### src/rtl/image_op_sequencer_pkg.sv
// image_op_sequencer_pkg: shared FSM encoding, command field layout and watchdog limit.
package image_op_sequencer_pkg;
    typedef enum logic [1:0] {ST_IDLE, ST_ARM, ST_RUN, ST_FINISH} state_t;
    // Offsets are relative to the end of the translateY/translateX fields.
    localparam int OFF_INVX = 0;
    localparam int OFF_INVY = 1;
    localparam int OFF_OPC  = 2;
    localparam int OFF_SRCA = 5;
    localparam int OFF_SRCB = 7;
    localparam int OFF_DST  = 9;
    localparam int OFF_TAG  = 11;
    localparam int OPC_W    = 3;
    localparam int SEL_W    = 2;
    localparam int TAG_W    = 4;
    localparam int WD_LIMIT = 15;
endpackage

### src/rtl/image_op_sequencer_fifo.sv
// cmd_fifo: synchronous command queue with flush; no push/pop bypass.
module cmd_fifo
    import image_op_sequencer_pkg::*;
#(
    parameter int Width     = 8,
    parameter int DepthLog2 = 2
) (
    input  logic                 clk,
    input  logic                 rst,
    input  logic                 flush,
    input  logic                 push,
    input  logic                 pop,
    input  logic [Width-1:0]     din,
    output logic [Width-1:0]     dout,
    output logic                 full,
    output logic                 empty,
    output logic [DepthLog2:0]   count
);
    logic [Width-1:0]   r_mem [2**DepthLog2];
    logic [DepthLog2:0] r_wp;
    logic [DepthLog2:0] r_rp;
    logic               w_wr;
    logic               w_rd;
    assign count = r_wp - r_rp;
    assign full  = count[DepthLog2];
    assign empty = count == '0;
    assign dout  = r_mem[r_rp[DepthLog2-1:0]];
    assign w_wr  = push && !full && !flush;
    assign w_rd  = pop && !empty && !flush;
    always_ff @(posedge clk) begin
        if (rst || flush) begin
            r_wp <= '0;
            r_rp <= '0;
        end else begin
            r_wp <= r_wp + (DepthLog2+1)'(w_wr);
            r_rp <= r_rp + (DepthLog2+1)'(w_rd);
        end
    end
    always_ff @(posedge clk) begin
        if (w_wr) r_mem[r_wp[DepthLog2-1:0]] <= din;
    end
endmodule

### src/rtl/image_op_sequencer.sv
// image_op_sequencer: queues image-processor commands and steps each one through
// arm/run/finish, driving the processor clock enable and per-command configuration.
module image_op_sequencer
    import image_op_sequencer_pkg::*;
#(
    parameter int WidthAddressSize  = 8,
    parameter int HeightAddressSize = 8,
    parameter int DepthLog2         = 2,
    localparam int CmdWidth         = 15 + WidthAddressSize + HeightAddressSize
) (
    input  logic                         clk,
    input  logic                         rst,
    input  logic [CmdWidth-1:0]          cmd,
    input  logic                         cmd_valid,
    output logic                         cmd_ready,
    input  logic                         flush,
    input  logic                         pause,
    input  logic                         proc_busy,
    output logic                         proc_ce,
    output logic [2:0]                   proc_opcode,
    output logic                         proc_invertX,
    output logic                         proc_invertY,
    output logic [WidthAddressSize-1:0]  proc_translateX,
    output logic [HeightAddressSize-1:0] proc_translateY,
    output logic [1:0]                   buf_sel_a,
    output logic [1:0]                   buf_sel_b,
    output logic [1:0]                   buf_sel_dst,
    output logic                         done,
    output logic [3:0]                   done_tag,
    output logic                         error,
    output logic [DepthLog2:0]           occupancy,
    output logic                         idle
);
    localparam int Base = WidthAddressSize + HeightAddressSize;
    state_t              r_state;
    state_t              w_next;
    logic [CmdWidth-1:0] r_cmd;
    logic [3:0]          r_wd;
    logic                r_error;
    logic [CmdWidth-1:0] w_head;
    logic                w_full;
    logic                w_empty;
    logic                w_push;
    logic                w_pop;
    logic                w_timeout;
    cmd_fifo #(.Width(CmdWidth), .DepthLog2(DepthLog2)) u_fifo (
        .clk   (clk),
        .rst   (rst),
        .flush (flush),
        .push  (w_push),
        .pop   (w_pop),
        .din   (cmd),
        .dout  (w_head),
        .full  (w_full),
        .empty (w_empty),
        .count (occupancy)
    );
    assign cmd_ready = !w_full && !flush;
    assign w_push    = cmd_valid && cmd_ready;
    // A flushed head is discarded rather than started.
    assign w_pop     = r_state == ST_IDLE && !w_empty && !flush;
    assign w_timeout = r_state == ST_ARM && !proc_busy && !pause && r_wd == 4'(WD_LIMIT - 1);
    always_comb begin
        w_next = r_state;
        case (r_state)
            ST_IDLE: w_next = w_pop ? ST_ARM : ST_IDLE;
            ST_ARM:  w_next = proc_busy ? ST_RUN : (w_timeout ? ST_IDLE : ST_ARM);
            ST_RUN:  w_next = proc_busy ? ST_RUN : ST_FINISH;
            default: w_next = ST_IDLE;
        endcase
    end
    always_ff @(posedge clk) begin
        if (rst) begin
            r_state <= ST_IDLE;
            r_cmd   <= '0;
            r_wd    <= '0;
            r_error <= 1'b0;
        end else begin
            r_state <= w_next;
            if (w_pop) begin
                r_cmd <= w_head;
                r_wd  <= '0;
            end else if (r_state == ST_ARM && !pause) begin
                r_wd  <= r_wd + 4'd1;
            end
            if (w_timeout) r_error <= 1'b1;
        end
    end
    // Gating on proc_busy in RUN keeps the processor from restarting once it drops busy.
    assign proc_ce         = !pause && (r_state == ST_ARM || (r_state == ST_RUN && proc_busy));
    assign done            = r_state == ST_FINISH;
    assign done_tag        = r_cmd[Base+OFF_TAG +: TAG_W];
    assign error           = r_error;
    assign idle            = r_state == ST_IDLE && w_empty;
    assign proc_opcode     = r_cmd[Base+OFF_OPC +: OPC_W];
    assign proc_invertX    = r_cmd[Base+OFF_INVX];
    assign proc_invertY    = r_cmd[Base+OFF_INVY];
    assign proc_translateX = r_cmd[WidthAddressSize-1:0];
    assign proc_translateY = r_cmd[Base-1:WidthAddressSize];
    assign buf_sel_a       = r_cmd[Base+OFF_SRCA +: SEL_W];
    assign buf_sel_b       = r_cmd[Base+OFF_SRCB +: SEL_W];
    assign buf_sel_dst     = r_cmd[Base+OFF_DST +: SEL_W];
endmodule
### config.mk
export PLATFORM = sky130hd
export DESIGN_NAME = image_op_sequencer
export DESIGN_NICKNAME = d
export VERILOG_FILES = /design/src/rtl/image_op_sequencer_pkg.sv /design/src/rtl/image_op_sequencer_fifo.sv /design/src/rtl/image_op_sequencer.sv
export SDC_FILE = /design/constraint.sdc
export NUM_CORES = 1
export LEC_CHECK = 0
export CORE_MARGIN = 3
export CORE_UTILIZATION = 52
export CTS_BUF_LIST = sky130_fd_sc_hd__clkbuf_4
export CTS_CLUSTER_DIAMETER = 120
export DETAILED_ROUTE_END_ITERATION = 6
export PLACE_DENSITY = 0.78
export SYNTH_ARGS = -nofsm -noshare
export SYNTH_HDL_FRONTEND = slang
export SYNTH_HIERARCHICAL = 1
export SYNTH_SLANG_ARGS = --single-unit
export TNS_END_PERCENT = 20
### constraint.sdc
create_clock -name clk -period 4.62 [get_ports clk]
set_input_delay 0.462 -clock clk [delete_from_list [all_inputs] [get_ports clk]]
set_output_delay 0.462 -clock clk [all_outputs]
set_load 0.01 [all_outputs]
==> reports/results.txt <==
cell depth of the worst hold path = 2
crit-path cells = inv_1 -> ha_1 -> fa_1 -> xor3_2 -> nor2_1 -> or4_2 -> clkinv_4 -> o211a_1 -> ha_1 -> ha_1 -> xnor2_1 -> nor3_1
Synth Register Bits = 168
Buf/Inv on CP = 2
share of layout cells above drive strength 1 = 0.290
Synthesis Warnings = 6
Critical Path Sink Type = register
DRC viols = 0
clock root cell = clkbuf_4
Sw Ratio = 0.199
Syn Nets = 419
Arr. time, crit path = 3890 ps
GP Congestion = 0.744
Worst-Skew Late Latency = 540 ps
initial antenna violation count = 0
GR Overflow Total = 0
Final Max Slew Viols = 0
Layout Skew = 13.6 ps
Critical Path RT = 5000 ps
first-pass GRT wire length = 18.4 mm
die height = 118 um
worst hold margin = 473 ps
Netlist cell types = 37
CP max FO = 32
CP Class = reg2reg
Tmin final = 3510 ps
P_int = 0.00204 W
Inserted Diodes = 0
post-synthesis sequential area ratio = 0.711
IO buf count = 75
slowest CP cell = or4_2
syn_area_per_cell = 17.3 um2
Final Util = 0.633
final wirelength = 11.3 mm
setup bufs post-CTS = 0
Post-Place Worst Slack = 1130 ps
multi-input logic area = 0.00173 mm2
Die W = 118 um
ANT nets after route = 0
Setup Viol. Count Final = 0
cell area after synthesis = 0.00647 mm2
dpl hpwl = 7.02 mm
I/O pin count = 76
RSZ-0062 raised after global routing = false
Final period util = 0.759
GRT Overall Usage = 0.174
Post-CTS Resized = 0
Comb power frac = 0.037
Die ar. = 0.0138 mm2
P per Cell Area = 332 mW/mm2
CTS clk-pin slew, worst paths = 130 ps
Fmax = 285 MHz
area of the core = 0.0121 mm2
Max-cap violations = 0
setup ws final = 1110 ps
Post-CTS Hold Fix Bufs = 0
startpoint types = register
crit-path leading delay family = adder cells
CTS buffer count = 17
Sink Count = 168
CTS tree = done
max_slew headroom = 0.276
DRT Pass-1 Iters = 4
Iteration-0 DRC Markers = 212
CP peak stage delay = 670 ps
Hold Path Class = reg2reg
pin count of the biggest net entering global routing = 39
# fillers = 887
Via Count = 3388
vias in the first global route = 3496
H-tree depth = 4
Core Rows = 40
Reg area = 0.00461 mm2
NetSw = 0.000506 W
Register-to-Register Path Depth = 12
P&R area growth vs syn = 18.4%
status = finished clean
cell depth of the worst setup path = 12
Starting Density = 0.535
number of vias per cell = 5.29
Sequential Power Share = 0.641
Final Hold Viols = 0
Wirelength per Cell = 17.7 um
Mapped Cells = 374
CP most frequent cell = ha_1
worst-margin pin slew = 1090 ps
Leak = 2.42 nW
Max VDD drop = 229 uV
clk buf depth = 2
Nets = 505
clock power share = 0.322
[cell type report]
type,instances,area share
Sequential cell,168,0.601
Clock inverter,13,0.0179
Multi-Input combinational cell,181,0.225
Inverter,7,0.00408
Tap cell,168,0.0274
Clock buffer,18,0.0176
Timing Repair Buffer,85,0.107
[worst paths after layout]
check | start | to | slack (ps)
worst min register to register | r_cmd[12] | r_cmd[12] | 470
worst max-delay path | u_fifo/r_wp[0] | u_fifo/r_rp[2] | 1110
worst min-delay path | r_cmd[12] | r_cmd[12] | 470
worst max register to register | u_fifo/r_wp[0] | u_fifo/r_rp[2] | 1110
[power by group through the flow]
stage	clock network (W)	registers, W	logic (W)
after CTS	0.000841	0.00163	0.0000949
final	0.000821	0.00163	0.0000938
after global routing	0.000899	0.00163	0.000101
after global placement	0	0.00167	0.0000910
after floorplan	0	0.00167	0.0000349
after detailed placement	0	0.00167	0.0000945
[routing by layer]
| metal | global-route usage | vias to the layer above | wire (um) |
|---|---|---|---|
| met5 | 0 | - | 0 |
| met4 | 0.0601 | 0 | 167 |
| met3 | 0.0495 | 16 | 489 |
| met2 | 0.299 | 80 | 5950 |
| met1 | 0.214 | 1713 | 4720 |
| li1 | - | 1579 | - |
[cells in the mapped netlist]
| cell type | n | area share |
|---|---|---|
| clkbuf_1 | 4 | 0.0023 |
| and4b_1 | 1 | 0.0015 |
| inv_1 | 6 | 0.0035 |
| and2_1 | 6 | 0.0058 |
| buf_2 | 3 | 0.0023 |
| dfxtp_1 | 44 | 0.14 |
| buf_12 | 3 | 0.0093 |
| nor3b_2 | 1 | 0.0019 |
| nor2_1 | 10 | 0.0058 |
| clkinv_4 | 1 | 0.0014 |
| nor4_1 | 4 | 0.0039 |
| a221oi_1 | 1 | 0.0014 |
| edfxtp_1 | 124 | 0.58 |
| a21oi_1 | 6 | 0.0046 |
| o211a_1 | 1 | 0.0015 |
| or4_1 | 1 | 0.0012 |
| o21bai_1 | 1 | 0.0012 |
| nor3_1 | 2 | 0.0015 |
| or3_1 | 1 | 0.00097 |
| nand2_2 | 29 | 0.028 |
| buf_1 | 3 | 0.0017 |
| xor3_2 | 1 | 0.0039 |
| xnor2_1 | 4 | 0.0054 |
| fa_1 | 1 | 0.0031 |
| a21oi_2 | 29 | 0.039 |
| a211oi_1 | 1 | 0.0012 |
| nor3b_1 | 1 | 0.0012 |
| nor2b_1 | 2 | 0.0019 |
| nand3_1 | 1 | 0.00077 |
| nand2_1 | 34 | 0.020 |
| or3b_1 | 1 | 0.0014 |
| o21ai_0 | 1 | 0.00077 |
| buf_4 | 5 | 0.0058 |
| ha_1 | 7 | 0.014 |
| nand2b_1 | 2 | 0.0019 |
| mux4_2 | 31 | 0.11 |
| nor4bb_1 | 1 | 0.0015 |
[sequential cells by signal, indices dropped and copies added (netlist names)]
register      flops
u_fifo/r_wp       3
u_fifo/r_rp       3
error             1
r_state           2
r_wd              4
u_fifo/r_mem    124
r_cmd            31
[cell families (layout without fill, tap and decap cells)]
| group | Yosys count | after routing | synth area share |
|---|---|---|---|
| AOI/OAI and AO/OA | 40 | 40 | 0.0499 |
| muxes | 31 | 31 | 0.108 |
| buffers and inverters | 25 | 123 | 0.0263 |
| adders and majority gates | 8 | 8 | 0.0166 |
| and+or+nand+nor | 97 | 97 | 0.0790 |
| xor gates and xnor gates | 5 | 5 | 0.00927 |
| DFF | 168 | 168 | 0.711 |
[stage by stage]
| stage | power, W | TNS [ps] | std cells | instance area, um2 |
|---|---|---|---|---|
| 2_1_floorplan | 0.00170 | -75920 | 374 | 6470 |
| 3_3_place_gp | 0.00176 | 0 | 609 | 7400 |
| 3_5_place_dp | 0.00176 | 0 | 609 | 7400 |
| 4_1_cts | 0.00257 | 0 | 640 | 7670 |
| 5_1_grt | 0.00264 | 0 | 640 | 7670 |
| 6_report | 0.00255 | 0 | 640 | 7670 |
[placed cells by master, fill, tap and decap left out, drive strengths merged, types with 3 or more instances in the layout]
cell type and count:
nor4 4, and2 6, bufinv 3, xnor2 4, clkinv 10, mux4 31
dfxtp 44, clkbuf 18, ha 7, nor2 10, clkdlybuf4s50 74, a21oi 35
inv 6, edfxtp 124, nand2 63, buf 11
[worst reg2reg max path: cells and delay by family, from the launching register on]
family | cells | cell delay [ps]
adder cells (fa/ha/maj) | 4 | 910
AND/OR/NAND/NOR | 3 | 820
XOR/XNOR | 2 | 490
buffers and inverters | 2 | 450
flip-flops | 1 | 440
AO/OA/AOI/OAI | 1 | 230
Power figures use the tool's default switching activity.
